<file path="src/rtl/dfx_seq_regmap_pkg.sv">
// Register-map definitions shared by the DFX sequencer AXI-Lite read and write slaves.
// Holds bus/field widths, address-map bit positions, bank select codes, bank0 slot
// codes, bank1 field codes, AXI response codes, the slave state encoding and the
// read-beat payload struct.
package dfx_seq_regmap_pkg;

    // Bus and field widths
    localparam int unsigned GLOB_ADDR_WIDTH      = 32;
    localparam int unsigned ADDR_WIDTH           = 16;
    localparam int unsigned DATA_WIDTH           = 32;
    localparam int unsigned RESP_WIDTH           = 2;
    localparam int unsigned BANK1_INDEX_WIDTH    = 2;
    localparam int unsigned BANK1_SRC_ADDR_WIDTH = 32;
    localparam int unsigned BANK1_SRC_SIZE_WIDTH = 26;
    localparam int unsigned BANK1_DST_ADDR_WIDTH = 32;
    localparam int unsigned BANK1_DST_SIZE_WIDTH = 26;
    localparam int unsigned BANK1_STATUS_WIDTH   = 2;
    localparam int unsigned BANK1_PROFILE_WIDTH  = 32;
    localparam int unsigned BANK0_CONTROL_WIDTH  = 4;
    localparam int unsigned BANK0_STATUS_WIDTH   = 4;
    localparam int unsigned BANK0_CNT_WIDTH      = BANK1_INDEX_WIDTH;

    // Byte-address bit positions of the map fields
    localparam int unsigned ADDR_LSB        = 2;   // bits below this select a byte lane and are ignored
    localparam int unsigned WORD_ADDR_WIDTH = ADDR_WIDTH - ADDR_LSB;
    localparam int unsigned BANK_SEL_LSB    = 14;
    localparam int unsigned BANK_SEL_WIDTH  = 2;
    localparam int unsigned B0_SLOT_LSB     = 6;
    localparam int unsigned B0_SLOT_WIDTH   = 8;
    localparam int unsigned B1_ROW_LSB      = 6;
    localparam int unsigned B1_FIELD_LSB    = 2;
    localparam int unsigned B1_FIELD_WIDTH  = 4;

    // Bank select codes (address bits [15:14])
    localparam logic [BANK_SEL_WIDTH-1:0] BANK_SEL_B0 = 2'b00;
    localparam logic [BANK_SEL_WIDTH-1:0] BANK_SEL_B1 = 2'b01;

    // Bank0 slot codes (address bits [13:6])
    localparam logic [B0_SLOT_WIDTH-1:0] B0_SLOT_CONTROL   = 8'h00;
    localparam logic [B0_SLOT_WIDTH-1:0] B0_SLOT_STATUS    = 8'h01;
    localparam logic [B0_SLOT_WIDTH-1:0] B0_SLOT_CUR_CNT   = 8'h02;
    localparam logic [B0_SLOT_WIDTH-1:0] B0_SLOT_END_CNT   = 8'h03;
    localparam logic [B0_SLOT_WIDTH-1:0] B0_SLOT_DMA_BASE  = 8'h04;
    localparam logic [B0_SLOT_WIDTH-1:0] B0_SLOT_DFX_CTRL  = 8'h05;

    // Bank1 field codes (address bits [5:2])
    localparam logic [B1_FIELD_WIDTH-1:0] B1_FIELD_SRC_ADDR = 4'd0;
    localparam logic [B1_FIELD_WIDTH-1:0] B1_FIELD_SRC_SIZE = 4'd1;
    localparam logic [B1_FIELD_WIDTH-1:0] B1_FIELD_DES_ADDR = 4'd2;
    localparam logic [B1_FIELD_WIDTH-1:0] B1_FIELD_DES_SIZE = 4'd3;
    localparam logic [B1_FIELD_WIDTH-1:0] B1_FIELD_STATUS   = 4'd4;
    localparam logic [B1_FIELD_WIDTH-1:0] B1_FIELD_PROFILE  = 4'd5;

    // AXI response codes
    localparam logic [RESP_WIDTH-1:0] RESP_OKAY   = 2'b00;
    localparam logic [RESP_WIDTH-1:0] RESP_SLVERR = 2'b10;

    // Slave state encoding; unused codes recover to ST_IDLE
    typedef enum logic [2:0] {
        ST_IDLE  = 3'd0,
        ST_FETCH = 3'd1,
        ST_RESP  = 3'd2
    } rd_state_e;

    // One R-channel beat
    typedef struct packed {
        logic [DATA_WIDTH-1:0] data;
        logic [RESP_WIDTH-1:0] resp;
    } rd_beat_t;

endpackage

</file>
<file path="src/rtl/s_axi_read_if.sv">
// AXI4-Lite read channels (AR + R) between the PS interconnect and the read slave.
// master: drives ARADDR/ARVALID/RREADY; slave: drives ARREADY/RDATA/RRESP/RVALID.
interface s_axi_read_if;
    import dfx_seq_regmap_pkg::*;

    logic [ADDR_WIDTH-1:0] S_AXI_ARADDR;
    logic                  S_AXI_ARVALID;
    logic                  S_AXI_ARREADY;
    logic [DATA_WIDTH-1:0] S_AXI_RDATA;
    logic [RESP_WIDTH-1:0] S_AXI_RRESP;
    logic                  S_AXI_RVALID;
    logic                  S_AXI_RREADY;

    modport master (
        output S_AXI_ARADDR, S_AXI_ARVALID, S_AXI_RREADY,
        input  S_AXI_ARREADY, S_AXI_RDATA, S_AXI_RRESP, S_AXI_RVALID
    );

    modport slave (
        input  S_AXI_ARADDR, S_AXI_ARVALID, S_AXI_RREADY,
        output S_AXI_ARREADY, S_AXI_RDATA, S_AXI_RRESP, S_AXI_RVALID
    );
endinterface

</file>
<file path="src/rtl/s_axi_read_mux.sv">
// Combinational register-file read decoder.
// i_word_addr : captured read address with byte-lane bits dropped
// i_bank0_*   : bank0 control/status/counters/base addresses
// i_bank1_*   : slot fields of the row already selected by the captured address
// o_beat_c    : zero-extended field value and OKAY, or zero data and SLVERR if unmapped
module s_axi_read_mux
    import dfx_seq_regmap_pkg::*;
(
    input  logic [WORD_ADDR_WIDTH-1:0]      i_word_addr,
    input  logic [BANK0_CONTROL_WIDTH-1:0]  i_bank0_control,
    input  logic [BANK0_STATUS_WIDTH-1:0]   i_bank0_status,
    input  logic [BANK0_CNT_WIDTH-1:0]      i_bank0_cur_cnt,
    input  logic [BANK0_CNT_WIDTH-1:0]      i_bank0_end_cnt,
    input  logic [GLOB_ADDR_WIDTH-1:0]      i_bank0_dma_base,
    input  logic [GLOB_ADDR_WIDTH-1:0]      i_bank0_dfx_ctrl,
    input  logic [BANK1_SRC_ADDR_WIDTH-1:0] i_bank1_src_addr,
    input  logic [BANK1_SRC_SIZE_WIDTH-1:0] i_bank1_src_size,
    input  logic [BANK1_DST_ADDR_WIDTH-1:0] i_bank1_des_addr,
    input  logic [BANK1_DST_SIZE_WIDTH-1:0] i_bank1_des_size,
    input  logic [BANK1_STATUS_WIDTH-1:0]   i_bank1_status,
    input  logic [BANK1_PROFILE_WIDTH-1:0]  i_bank1_profile,
    output rd_beat_t                        o_beat_c
);

    logic [BANK_SEL_WIDTH-1:0] w_bank_sel;
    logic [B0_SLOT_WIDTH-1:0]  w_slot;
    logic [B1_FIELD_WIDTH-1:0] w_field;
    logic [DATA_WIDTH-1:0]     w_value;
    logic                      w_hit;

    // Map fields, re-based to the word address
    assign w_bank_sel = i_word_addr[BANK_SEL_LSB-ADDR_LSB +: BANK_SEL_WIDTH];
    assign w_slot     = i_word_addr[B0_SLOT_LSB-ADDR_LSB  +: B0_SLOT_WIDTH];
    assign w_field    = i_word_addr[B1_FIELD_LSB-ADDR_LSB +: B1_FIELD_WIDTH];

    // Field select; anything not explicitly mapped is a miss
    always_comb begin
        w_value = '0;
        w_hit   = 1'b1;
        case (w_bank_sel)
            BANK_SEL_B0: begin
                case (w_slot)
                    B0_SLOT_CONTROL:  w_value = DATA_WIDTH'(i_bank0_control);
                    B0_SLOT_STATUS:   w_value = DATA_WIDTH'(i_bank0_status);
                    B0_SLOT_CUR_CNT:  w_value = DATA_WIDTH'(i_bank0_cur_cnt);
                    B0_SLOT_END_CNT:  w_value = DATA_WIDTH'(i_bank0_end_cnt);
                    B0_SLOT_DMA_BASE: w_value = DATA_WIDTH'(i_bank0_dma_base);
                    B0_SLOT_DFX_CTRL: w_value = DATA_WIDTH'(i_bank0_dfx_ctrl);
                    default:          w_hit   = 1'b0;
                endcase
            end
            BANK_SEL_B1: begin
                case (w_field)
                    B1_FIELD_SRC_ADDR: w_value = DATA_WIDTH'(i_bank1_src_addr);
                    B1_FIELD_SRC_SIZE: w_value = DATA_WIDTH'(i_bank1_src_size);
                    B1_FIELD_DES_ADDR: w_value = DATA_WIDTH'(i_bank1_des_addr);
                    B1_FIELD_DES_SIZE: w_value = DATA_WIDTH'(i_bank1_des_size);
                    B1_FIELD_STATUS:   w_value = DATA_WIDTH'(i_bank1_status);
                    B1_FIELD_PROFILE:  w_value = DATA_WIDTH'(i_bank1_profile);
                    default:           w_hit   = 1'b0;
                endcase
            end
            default: w_hit = 1'b0;
        endcase
        o_beat_c.data = w_hit ? w_value : '0;
        o_beat_c.resp = w_hit ? RESP_OKAY : RESP_SLVERR;
    end

endmodule

</file>
<file path="src/rtl/s_axi_read.sv">
// AXI4-Lite read slave for the DFX sequencer register file.
// clk, reset           : clock, asynchronous active-low reset
// s_axi                : AR/R channels (slave modport)
// ext_bank1_out_index  : slot row addressed by the captured read address
// ext_bank1_*          : slot fields of that row, valid combinationally
// ext_bank0_*          : control/status/counters/base addresses
// One read outstanding: IDLE accepts AR, FETCH samples the banks, RESP holds R until RREADY.
module s_axi_read
    import dfx_seq_regmap_pkg::*;
(
    input  logic                            clk,
    input  logic                            reset,
    s_axi_read_if.slave                     s_axi,
    output logic [BANK1_INDEX_WIDTH-1:0]    ext_bank1_out_index,
    input  logic [BANK1_SRC_ADDR_WIDTH-1:0] ext_bank1_src_addr,
    input  logic [BANK1_SRC_SIZE_WIDTH-1:0] ext_bank1_src_size,
    input  logic [BANK1_DST_ADDR_WIDTH-1:0] ext_bank1_des_addr,
    input  logic [BANK1_DST_SIZE_WIDTH-1:0] ext_bank1_des_size,
    input  logic [BANK1_STATUS_WIDTH-1:0]   ext_bank1_status,
    input  logic [BANK1_PROFILE_WIDTH-1:0]  ext_bank1_profile,
    input  logic [BANK0_CONTROL_WIDTH-1:0]  ext_bank0_control,
    input  logic [BANK0_STATUS_WIDTH-1:0]   ext_bank0_status,
    input  logic [BANK0_CNT_WIDTH-1:0]      ext_bank0_curCnt,
    input  logic [BANK0_CNT_WIDTH-1:0]      ext_bank0_endCnt,
    input  logic [GLOB_ADDR_WIDTH-1:0]      ext_bank0_dmaBaseAddr,
    input  logic [GLOB_ADDR_WIDTH-1:0]      ext_bank0_dfxCtrlAddr
);

    rd_state_e                  r_state;
    logic [WORD_ADDR_WIDTH-1:0] r_read_addr;   // byte-lane bits are never decoded, so not stored
    logic [DATA_WIDTH-1:0]      r_rdata;
    logic [RESP_WIDTH-1:0]      r_rresp;
    logic                       r_arready;
    logic                       r_rvalid;
    rd_beat_t                   w_beat;

    // Field decode of the captured address against the live bank inputs
    s_axi_read_mux u_mux (
        .i_word_addr      (r_read_addr),
        .i_bank0_control  (ext_bank0_control),
        .i_bank0_status   (ext_bank0_status),
        .i_bank0_cur_cnt  (ext_bank0_curCnt),
        .i_bank0_end_cnt  (ext_bank0_endCnt),
        .i_bank0_dma_base (ext_bank0_dmaBaseAddr),
        .i_bank0_dfx_ctrl (ext_bank0_dfxCtrlAddr),
        .i_bank1_src_addr (ext_bank1_src_addr),
        .i_bank1_src_size (ext_bank1_src_size),
        .i_bank1_des_addr (ext_bank1_des_addr),
        .i_bank1_des_size (ext_bank1_des_size),
        .i_bank1_status   (ext_bank1_status),
        .i_bank1_profile  (ext_bank1_profile),
        .o_beat_c         (w_beat)
    );

    // Read FSM with registered handshake and data outputs
    always_ff @(posedge clk or negedge reset) begin
        if (!reset) begin
            r_state     <= ST_IDLE;
            r_read_addr <= '0;
            r_rdata     <= '0;
            r_rresp     <= RESP_OKAY;
            r_arready   <= 1'b1;
            r_rvalid    <= 1'b0;
        end else begin
            case (r_state)
                ST_IDLE: begin
                    if (s_axi.S_AXI_ARVALID) begin
                        r_read_addr <= s_axi.S_AXI_ARADDR[ADDR_WIDTH-1:ADDR_LSB];
                        r_arready   <= 1'b0;
                        r_state     <= ST_FETCH;
                    end
                end
                ST_FETCH: begin
                    // Only sampling point of the bank inputs for this read
                    r_rdata  <= w_beat.data;
                    r_rresp  <= w_beat.resp;
                    r_rvalid <= 1'b1;
                    r_state  <= ST_RESP;
                end
                ST_RESP: begin
                    if (s_axi.S_AXI_RREADY) begin
                        r_rvalid  <= 1'b0;
                        r_arready <= 1'b1;
                        r_state   <= ST_IDLE;
                    end
                end
                default: begin
                    r_rvalid  <= 1'b0;
                    r_arready <= 1'b1;
                    r_state   <= ST_IDLE;
                end
            endcase
        end
    end

    assign s_axi.S_AXI_ARREADY = r_arready;
    assign s_axi.S_AXI_RVALID  = r_rvalid;
    assign s_axi.S_AXI_RDATA   = r_rdata;
    assign s_axi.S_AXI_RRESP   = r_rresp;

    // Row select is byte-address bits [7:6], i.e. word-address bits [5:4]
    assign ext_bank1_out_index = r_read_addr[B1_ROW_LSB-ADDR_LSB +: BANK1_INDEX_WIDTH];

endmodule

</file>
<file path="src/flat_wrapper.sv">
// flat-port wrapper written by rule: the top's interface ports become plain ports
module s_axi_read_flat import dfx_seq_regmap_pkg::*;
  (clk, reset, ext_bank1_out_index, ext_bank1_src_addr, ext_bank1_src_size, ext_bank1_des_addr, ext_bank1_des_size, ext_bank1_status, ext_bank1_profile, ext_bank0_control, ext_bank0_status, ext_bank0_curCnt, ext_bank0_endCnt, ext_bank0_dmaBaseAddr, ext_bank0_dfxCtrlAddr, s_axi_S_AXI_ARADDR, s_axi_S_AXI_ARVALID, s_axi_S_AXI_RREADY, s_axi_S_AXI_ARREADY, s_axi_S_AXI_RDATA, s_axi_S_AXI_RRESP, s_axi_S_AXI_RVALID);
  s_axi_read_if s_axi_i ();
  input  logic clk;
  input  logic reset;
  output logic [BANK1_INDEX_WIDTH-1:0] ext_bank1_out_index;
  input  logic [BANK1_SRC_ADDR_WIDTH-1:0] ext_bank1_src_addr;
  input  logic [BANK1_SRC_SIZE_WIDTH-1:0] ext_bank1_src_size;
  input  logic [BANK1_DST_ADDR_WIDTH-1:0] ext_bank1_des_addr;
  input  logic [BANK1_DST_SIZE_WIDTH-1:0] ext_bank1_des_size;
  input  logic [BANK1_STATUS_WIDTH-1:0] ext_bank1_status;
  input  logic [BANK1_PROFILE_WIDTH-1:0] ext_bank1_profile;
  input  logic [BANK0_CONTROL_WIDTH-1:0] ext_bank0_control;
  input  logic [BANK0_STATUS_WIDTH-1:0] ext_bank0_status;
  input  logic [BANK0_CNT_WIDTH-1:0] ext_bank0_curCnt;
  input  logic [BANK0_CNT_WIDTH-1:0] ext_bank0_endCnt;
  input  logic [GLOB_ADDR_WIDTH-1:0] ext_bank0_dmaBaseAddr;
  input  logic [GLOB_ADDR_WIDTH-1:0] ext_bank0_dfxCtrlAddr;
  input wire logic [$bits(s_axi_i.S_AXI_ARADDR)-1:0] s_axi_S_AXI_ARADDR;
  input wire logic [$bits(s_axi_i.S_AXI_ARVALID)-1:0] s_axi_S_AXI_ARVALID;
  input wire logic [$bits(s_axi_i.S_AXI_RREADY)-1:0] s_axi_S_AXI_RREADY;
  output wire logic [$bits(s_axi_i.S_AXI_ARREADY)-1:0] s_axi_S_AXI_ARREADY;
  output wire logic [$bits(s_axi_i.S_AXI_RDATA)-1:0] s_axi_S_AXI_RDATA;
  output wire logic [$bits(s_axi_i.S_AXI_RRESP)-1:0] s_axi_S_AXI_RRESP;
  output wire logic [$bits(s_axi_i.S_AXI_RVALID)-1:0] s_axi_S_AXI_RVALID;
  assign s_axi_i.S_AXI_ARADDR = s_axi_S_AXI_ARADDR;
  assign s_axi_i.S_AXI_ARVALID = s_axi_S_AXI_ARVALID;
  assign s_axi_i.S_AXI_RREADY = s_axi_S_AXI_RREADY;
  assign s_axi_S_AXI_ARREADY = s_axi_i.S_AXI_ARREADY;
  assign s_axi_S_AXI_RDATA = s_axi_i.S_AXI_RDATA;
  assign s_axi_S_AXI_RRESP = s_axi_i.S_AXI_RRESP;
  assign s_axi_S_AXI_RVALID = s_axi_i.S_AXI_RVALID;
  s_axi_read u_core (.clk(clk), .reset(reset), .s_axi(s_axi_i), .ext_bank1_out_index(ext_bank1_out_index), .ext_bank1_src_addr(ext_bank1_src_addr), .ext_bank1_src_size(ext_bank1_src_size), .ext_bank1_des_addr(ext_bank1_des_addr), .ext_bank1_des_size(ext_bank1_des_size), .ext_bank1_status(ext_bank1_status), .ext_bank1_profile(ext_bank1_profile), .ext_bank0_control(ext_bank0_control), .ext_bank0_status(ext_bank0_status), .ext_bank0_curCnt(ext_bank0_curCnt), .ext_bank0_endCnt(ext_bank0_endCnt), .ext_bank0_dmaBaseAddr(ext_bank0_dmaBaseAddr), .ext_bank0_dfxCtrlAddr(ext_bank0_dfxCtrlAddr));
endmodule
</file>
<file path="config.mk">
export PLATFORM = sky130hd
export DESIGN_NAME = s_axi_read_flat
export DESIGN_NICKNAME = d
export VERILOG_FILES = /design/src/rtl/dfx_seq_regmap_pkg.sv /design/src/rtl/s_axi_read_if.sv /design/src/rtl/s_axi_read_mux.sv /design/src/rtl/s_axi_read.sv /design/src/flat_wrapper.sv
export SDC_FILE = /design/constraint.sdc
export NUM_CORES = 1
export LEC_CHECK = 0
export CAP_MARGIN = 15
export CORE_MARGIN = 3
export CORE_UTILIZATION = 31
export CTS_CLUSTER_SIZE = 30
export DETAILED_ROUTE_END_ITERATION = 6
export HOLD_SLACK_MARGIN = 0.08
export PLACE_DENSITY_LB_ADDON = 0.1
export SKIP_CTS_REPAIR_TIMING = 1
export SKIP_LAST_GASP = 1
export SLEW_MARGIN = 20
export SYNTH_ARGS = -nofsm -noshare
export SYNTH_HDL_FRONTEND = slang
export SYNTH_SLANG_ARGS = --single-unit
</file>
<file path="constraint.sdc">
create_clock -name clk -period 1.7 [get_ports clk]
set_input_delay 0.17 -clock clk [delete_from_list [all_inputs] [get_ports clk]]
set_output_delay 0.17 -clock clk [all_outputs]
set_load 0.03 [all_outputs]
</file>
======== Word level (Yosys, flattened, before mapping) ========
Cells that the tools add are included.
storage, ports and cells
  register bits after elaboration ......... 53
  output and inout bits ................... 38
  logic and storage cells ................. 49
cells by class
  equality and inequality tests ........... 15
  muxes and demuxes ....................... 16
  bitwise operators ....................... 2
  reduce and logical (&&, ||, !) cells .... 10
operators by type and width
  operator              count
  $pmux W32 S6          2
  $pmux W32 S2          1
  $mux W32              1
  $eq A8 B2 Y1 const B  2
  $eq A8 B3 Y1 const B  2
  $reduce_or A6 Y1      2
  $pmux W3 S3           1
  $eq A4 B2 Y1 const B  2
  $eq A4 B3 Y1 const B  2
  $eq A8 B1 Y1 const B  1
  $logic_not A8 Y1      1
  $mux W3               2
  $pmux W1 S3           2
  $reduce_and A2 Y1     3
  $mux W1               5
  $eq A4 B1 Y1 const B  1
  $logic_not A4 Y1      1
  $ne A2 B2 Y1 const B  2
  $eq A3 B1 Y1 const B  1
  $eq A3 B2 Y1 const B  1
  $logic_not A3 Y1      1
  $reduce_and A3 Y1     1
  $eq A2 B1 Y1 const B  1
  $logic_not A2 Y1      1
  3 further kinds       4

======== Logic depth before layout (Yosys ltp) ========
Gate-level depths: netlist of the first run.
  depth after elaboration ................. 5
  mapped depth ............................ 7

======== Cells and area by module ========
A second synthesis of the first run with hierarchy kept.
second synthesis, totals
  cells, all modules ...................... 342
  area, all modules ....................... 3,993.8 µm²
modules (own cells, without submodules)
  module          instances  cells an instance  area an instance (µm²)
  s_axi_read      1          116                2,119.5
  s_axi_read_mux  1          226                1,874.3

======== Worst setup path after synthesis of the first run ========
No wires, ideal clock.
  path kind ............................... reg2reg
  start ................................... register u_core.r_read_addr[9]
  end ..................................... register u_core.r_rdata[26] (netlist: u_core.s_axi.S_AXI_RDATA[26])
  library setup time ...................... 66 ps
  data arrival time ....................... 1,801 ps
  slack ................................... -167 ps
  cell stages (with the launch flop) ...... 7
  path buffers ............................ 2
  clock period less this slack ............ 1,867 ps
  cells stage by stage .................... dfrtp_1 -> or4_1 -> buf_2 -> or4_1 -> buf_2 -> nor2_1 -> a221o_1
between the ends
  word-level cells in the longest chain between the ends .. 5
ends and longest elaborated chain
  item                                  line                  RTL
  start, declared                       s_axi_read.sv:30      logic [WORD_ADDR_WIDTH-1:0] r_read_addr;
  start signal, assigned                s_axi_read.sv:68      r_read_addr <= s_axi.S_AXI_ARADDR[ADDR_WIDTH-1:ADDR_LSB];
  $eq A8 B3 Y1 (tied with other cells)  s_axi_read_mux.sv:42  case (w_slot)
  $reduce_or A6 Y1 (no source line)     --
  $mux W1                               s_axi_read_mux.sv:42
  $pmux W1 S2                           s_axi_read_mux.sv:40  case (w_bank_sel)
  $mux W32 (*)                          s_axi_read_mux.sv:65  o_beat_c.data = w_hit ? w_value : '0;
  end signal, assigned                  s_axi_read.sv:75      r_rdata <= w_beat.data;
  end, declared                         s_axi_read.sv:31      logic [DATA_WIDTH-1:0] r_rdata;
Mark *: on every way between the ends. The rest lies on a longest branch, timed or not.
A chain may end at the register's enable or synchronous reset.

======== Worst setup path in the final report of the first run ========
  start ................................... register u_core.r_read_addr[10]
  end ..................................... register u_core.r_rdata[1] (netlist: u_core.s_axi.S_AXI_RDATA[1])
Same word-level chain as after synthesis.

==> metrics.md, run 1 <==
| Metric | Value |
|---|---|
| PortBufs | `280` |
| Vias in the first global route | `4431` |
| Io pins | `284` |
| Placer congestion estimate | `0.8683` |
| CP delay by family, top | `simple AND/OR/NAND/NOR gates` |
| Clk_lat worst skew | `0.29 ns` |
| Initial DRC count | `187` |
| R2r setup slk | `-0.08 ns` |
| Crit Path Class | `flip-flop to flip-flop` |
| Leakage | `2.911 nW` |
| Final Cycle Share | `104.9%` |
| Final hold slack | `0.3736 ns` |
| Status | `finished, violations left` |
| CP most frequent cell | `o21ai_1` |
| Clock buffer count from CTS | `5` |
| Clock skew | `0.005308 ns` |
| CP required | `1.91 ns` |
| Cell depth of the worst setup path | `6` |
| Power Dens Cells | `1171 nW/um^2` |
| Post-synth EDFFs | `0` |
| Minimum clock period | `1.784 ns` |
| Worst setup path start | `u_core.r_read_addr[10]$_DFFE_PN0P_` |
| Core Footprint | `11610 sq um` |
| CTS sink cnt | `51` |
| First-pass GRT wire length | `23.83 mm` |
| Worst vdd ir | `0.0007029 V` |
| Hold crit path type | `input pin to asynchronous set/reset pin` |
| CP Capture Point | `u_core.s_axi.S_AXI_RDATA[1]$_DFFE_PN0P_` |
| Worst slew pin tran | `0.5177 ns` |
| WP data arrival | `2.00 ns` |
| Crit-path slowest cell | `or4_4` |
| Max Freq | `560.6 MHz` |
| Total gr overflow | `0` |
| CP cell instances | `or4_4 > buf_6 > a2111oi_4 > buf_4 > o21ai_1 > o21ai_1` |
| Post-Syn Area per Cell | `8.761 sq um` |
| Die H | `115.7 um` |
| Crit path buf inv count | `2` |
| Die Wd | `115.7 um` |
| Starting Density | `32.14%` |
| Setup crit end kind | `flip-flop` |
| Final setup margin | `-0.08365 ns` |
| H-Tree Level Count | `2` |
| Post-detail-place hpwl | `13.05 mm` |
| Slew HR | `65.48%` |
| Post-Syn Nets | `672` |
| R2r worst-path depth | `6` |
| Setup violators final | `32` |
| Tot Pwr | `0.008425 W` |
| Synth Cell Area | `3732 sq um` |
| Met2 Usage GRT | `41.01%` |
| Gr busiest metal | `met2` |
| Antenna violations before repair | `0` |
| Via Count | `4474` |
| Met3 Use GR | `3.864%` |
| Row Count | `39` |
| Largest net degree at the start of global routing | `37` |
| RSZ-0062 raised after global routing | `yes` |
| ANT cells | `0` |
| Area growth, synth to finish | `92.79%` |
| Routed len/inst | `19.57 um` |
| Commonest register cell after synthesis | `dfrtp_1` |
| Clk root buf | `clkbuf_16` |
| Grt met1 use | `28.67%` |
| DRT Pass-1 Iters | `5` |
| Vias per inst | `5.251` |
| Crit path largest cell delay | `0.55 ns` |
| Hold Fails Final Rpt | `0` |
| FFs w/ async S/R, synth | `100.0%` |
| Critical R2R Capture | `u_core.s_axi.S_AXI_RDATA[1]$_DFFE_PN0P_` |
| Yosys Warn Count | `0` |
| Maxcap violations | `0` |
| Worst Setup Start Kind | `flip-flop` |
| Full die area | `13390 sq um` |
| # DRC | `0` |
| Register area share after synthesis | `34.23%` |
| Synthesized flop and latch total | `51` |
| Tot GR Track Use | `22.64%` |
| Cells after synthesis | `426` |
| Failing checks | `negative setup slack` |
| Max-slew violation count | `0` |
| CP Max Fanout | `4` |
| Clock Path Buffers | `2` |
| Post-route ant nets | `0` |
| Yosys cell types | `42` |
| CTS tree | `yes` |
| Worst-path clk slew | `0.07 ns` |
| NumNets Final | `954` |
| Layout cells sized above 1 | `11.85%` |
| Routed WL | `16.68 mm` |
| Reg2reg start | `u_core.r_read_addr[10]$_DFFE_PN0P_` |
where the power goes:
part	internal [W]	leakage [nW]	switching (W)
registers	0.00160	0.659	0.000316
logic	0.00265	2.19	0.00282
clock network	0.000552	0.0664	0.000486
worst min path at each step:
stage / slack, ns / endpoint / startpoint
after floorplan: -0.13 / u_core.r_read_addr[0]$_DFFE_PN0P_ / reset
after global placement: 0.16 / u_core.s_axi.S_AXI_RDATA[21]$_DFFE_PN0P_ / reset
after detailed placement: 0.17 / u_core.s_axi.S_AXI_RDATA[21]$_DFFE_PN0P_ / reset
after CTS: -0.14 / u_core.s_axi.S_AXI_RDATA[21]$_DFFE_PN0P_ / reset
after global routing: 0.42 / u_core.s_axi.S_AXI_RDATA[21]$_DFFE_PN0P_ / reset
final: 0.37 / u_core.s_axi.S_AXI_RDATA[21]$_DFFE_PN0P_ / reset
stage by stage:
| step | instance area, sq um | cells | setup slack [ns] | util, % | TNS [ns] |
|---|---|---|---|---|---|
| floorplan | 3756 | 426 | -0.1603 | - | -2.212 |
| global placement | 6884 | 839 | -0.09923 | 59.28 | -2.617 |
| detailed placement | 6884 | 839 | -0.1845 | 59.28 | -4.089 |
| CTS | 7033 | 847 | -0.1825 | 60.56 | -4.568 |
| global route | 7196 | 852 | -0.1574 | 61.96 | -4.059 |
| finish | 7196 | 852 | -0.08365 | 61.96 | -1.555 |
final cells by class:
class | count | area, sq um
fillers | 1037 | 4418
repair buffers | 315 | 3216
multi-input cells | 311 | 2280
clock buffers | 5 | 125.1
clock inverters | 3 | 23.77
inverters | 24 | 90.09
flip-flops and latches | 51 | 1282
well taps | 143 | 178.9
registers in the layout, summed over array words and instances, names as in the netlist:
name,cells
u_core.s_axi.S_AXI_RRESP,1
u_core.r_state,2
u_core.r_read_addr,14
u_core.s_axi.S_AXI_RDATA,32
u_core.s_axi.S_AXI_RVALID,1
u_core.s_axi.S_AXI_ARREADY,1
worst register-to-register path, stage by stage (launching register included):
cell       delay [ns]
dfrtp_1          0.38
or4_4            0.55
buf_6            0.15
a2111oi_4        0.27
buf_4            0.20
o21ai_1          0.07
o21ai_1          0.08
layer usage:
metal | vias to the layer above | part of all wire (%)
met3 | 16 | 7.3
met2 | 176 | 51
met4 | 0 | 1.4
met5 | - | 0
met1 | 2123 | 40
li1 | 2159 | -
cells in the final DEF (no fill, tap or decap), types with 12 or more instances in the layout:
master,count
a21oi_1,26
a22oi_1,23
buf_4,21
clkdlybuf4s50_1,276
dfrtp_1,46
inv_1,24
mux2_2,12
mux2i_1,62
nand2_1,38
o21ai_1,26
o22ai_1,45
synthesized netlist by cell type (6+ instances only):
cell type  count  area, sq um
o22ai_1       46        287.8
dfrtp_1       50         1251
nand2_1       38        142.6
o21ai_0       35        175.2
a22oi_1       30        225.2
inv_1         24        90.09
mux2i_1       62        620.6
nor2_1        11        41.29
a21oi_1       26        130.1
clkbuf_1      23        86.33
mux2_2        12        135.1
buf_2         10        50.05
a221o_1        6        60.06
kinds of logic (layout without fill, tap and decap cells):
| kind of cell | after synthesis | in the layout | synth area share, % |
|---|---|---|---|
| buf+inv | 64 | 347 | 7.073 |
| mux | 77 | 77 | 22.06 |
| flops | 51 | 51 | 34.23 |
| other cells | 1 | 1 | 0.1005 |
| compound gates | 154 | 154 | 25.88 |
| simple gates | 79 | 79 | 10.66 |
Note: power is estimated with default switching activity, not from simulation.
==> run 2: changes to the inputs <==
--- a/config.mk
+++ b/config.mk
@@ -13,8 +13,8 @@
 export HOLD_SLACK_MARGIN = 0.08
 export PLACE_DENSITY_LB_ADDON = 0.1
 export SKIP_CTS_REPAIR_TIMING = 1
-export SKIP_LAST_GASP = 1
 export SLEW_MARGIN = 20
 export SYNTH_ARGS = -nofsm -noshare
 export SYNTH_HDL_FRONTEND = slang
 export SYNTH_SLANG_ARGS = --single-unit
+export TNS_END_PERCENT = 20
==> run 2 against run 1 <==
The run still ends with negative setup slack left. Sequential share of layout area decreased by 0.20 points. Worst setup slack got worse by 0.13 ns. Power increased by 2.4%. Core utilization grew 0.64 points. Critical path depth rose by 1. Clock power hardly changed. First-iteration DRC count shrank 19%. Routed wire length is 0.45% higher. Clock skew rose by 0.0023 ns. Non-clock buffer count increased by 14. Via count rose by 1.1%. Largest cell class unchanged. Highest routed layer unchanged.
==> metrics.md, run 2 (synthesis results as in run 1) <==
| Metric | Value |
|---|---|
| Status | `finished, violations left` |
| Failing checks | `negative setup slack` |
| Clock buffer count from CTS | `5` |
| Routed WL | `16.75 mm` |
| Max-slew violation count | `0` |
| Placement Cell Area | `6927 sq um` |
| Hold crit path type | `input pin to asynchronous set/reset pin` |
| Max Freq | `521.8 MHz` |
| Hold Fails Final Rpt | `0` |
| Minimum clock period | `1.916 ns` |
| Reg area | `1281 sq um` |
| Total gr overflow | `0` |
| Tot GR Track Use | `23.12%` |
| Core Footprint | `11610 sq um` |
| Layout cells sized above 1 | `12.86%` |
| Maxcap violations | `0` |
| Slew HR | `46.71%` |
| NumNets Final | `968` |
| Worst slew pin tran | `0.7973 ns` |
| Antenna violations before repair | `0` |
| Post-route cell area | `7269 sq um` |
| Clock Path Buffers | `2` |
| Final Cycle Share | `112.7%` |
| Clk_lat worst skew | `0.29 ns` |
| Starting Density | `32.14%` |
| Area of the multi-input gates | `2247 sq um` |
| Commonest cells after routing, fill and taps aside | `clkdlybuf4s50_1, mux2i_1, dfrtp_1, o22ai_1, nand2_1` |
| CP required | `1.91 ns` |
| Routed len/inst | `19.32 um` |
| Most common cell after layout, fill and taps aside | `clkdlybuf4s50_1` |
| Worst vdd ir | `0.0007886 V` |
| Power Dens Cells | `1187 nW/um^2` |
| Row Count | `39` |
| Leakage | `2.979 nW` |
| Fin cells | `867` |
| Largest net degree at the start of global routing | `39` |
| Placer congestion estimate | `0.7780` |
| Worst Setup Start Kind | `flip-flop` |
| CP Max Fanout | `6` |
| RSZ-0062 raised after global routing | `yes` |
| PortBufs | `280` |
| Die Wd | `115.7 um` |
| Setup crit end kind | `flip-flop` |
| Final setup margin | `-0.2163 ns` |
| Io pins | `284` |
| Clock skew | `0.007593 ns` |
| Reg2reg start | `u_core.r_read_addr[7]$_DFFE_PN0P_` |
| Worst setup path start | `u_core.r_read_addr[7]$_DFFE_PN0P_` |
| Post-route ant nets | `0` |
| Fillers | `1024` |
| CTS sink cnt | `51` |
| WP data arrival | `2.13 ns` |
| Cells after DPL | `845` |
| Vias per inst | `5.217` |
| H-Tree Level Count | `2` |
| Worst-path clk slew | `0.07 ns` |
| Critical R2R Capture | `u_core.s_axi.S_AXI_RDATA[23]$_DFFE_PN0P_` |
| Full die area | `13390 sq um` |
| Crit Path Class | `flip-flop to flip-flop` |
| Via Count | `4523` |
| CP Capture Point | `u_core.s_axi.S_AXI_RDATA[23]$_DFFE_PN0P_` |
| R2r setup slk | `-0.22 ns` |
| Max reg flops | `32` |
| Vias in the first global route | `4566` |
| # DRC | `0` |
| Die H | `115.7 um` |
| CTS tree | `yes` |
| Post-detail-place hpwl | `13.19 mm` |
| Area growth, synth to finish | `94.77%` |
| R2r worst-path depth | `7` |
| Clk root buf | `clkbuf_16` |
| First-pass GRT wire length | `24.38 mm` |
| Initial DRC count | `151` |
| Setup violators final | `32` |
| DRT Pass-1 Iters | `4` |
| Setup TNS | `-4.550 ns` |
## run 2: cell count changes in the layout (fill, tap and decap cells not counted), sizes merged
cell,change
diode,+1
buf,+14
## run 2: worst min-delay path by stage
stage / to / slack [ns]
finish: u_core.s_axi.S_AXI_RDATA[20]$_DFFE_PN0P_ / 0.35
floorplan: u_core.r_read_addr[0]$_DFFE_PN0P_ / -0.13
detailed placement: u_core.s_axi.S_AXI_RDATA[20]$_DFFE_PN0P_ / 0.13
CTS: u_core.s_axi.S_AXI_RRESP[1]$_DFFE_PN0P_ / -0.19
global route: u_core.s_axi.S_AXI_RRESP[1]$_DFFE_PN0P_ / 0.38
global placement: u_core.s_axi.S_AXI_RDATA[20]$_DFFE_PN0P_ / 0.14
## run 2: where the power goes
part	total [W]	switching (W)	internal [W]	leakage, nW
clock	0.00102	0.000469	0.000551	0.0664
combinational	0.00570	0.00287	0.00283	2.25
sequential	0.00191	0.000308	0.00160	0.660
total	0.00863	0.00365	0.00498	2.98
## run 2: per-stage QoR
step                      setup WS (ns)  util, %  hold slack [ns]  power, W
after global placement          -0.1311    59.64           0.1430  0.007375
after floorplan                 -0.1603        -          -0.1256  0.005027
after detailed placement        -0.2028    59.64           0.1318  0.007438
after CTS                       -0.2285    60.92          -0.1851  0.008494
final                           -0.2163    62.59           0.3543  0.008628
after global routing            -0.2839    62.57           0.3816  0.009206
## run 2: worst max-delay path: stages, from the launching register on
cell,delay (ns)
dfrtp_1,0.40
or3b_4,0.43
buf_6,0.13
nor4_4,0.37
buf_4,0.21
clkbuf_16,0.14
a22oi_1,0.06
o21ai_1,0.10
## run 2: final cells by class
class / count / area share, %
flip-flops and latches: 51 / 17.62
well taps: 143 / 2.461
inverters: 24 / 1.239
multi-input cells: 311 / 30.91
repair buffers: 329 / 45.68
clock buffers: 5 / 1.721
clock inverters: 3 / 0.3270
diodes: 1 / 0.03442
## run 2: per-layer routing
layer / GRT usage (%) / vias up / share of wire, %
li1: - / 2190 / -
met1: 29.55 / 2123 / 40
met2: 39.85 / 185 / 50
met3: 4.961 / 25 / 8.1
met4: 5.955 / 0 / 1.9
met5: 0 / - / 0
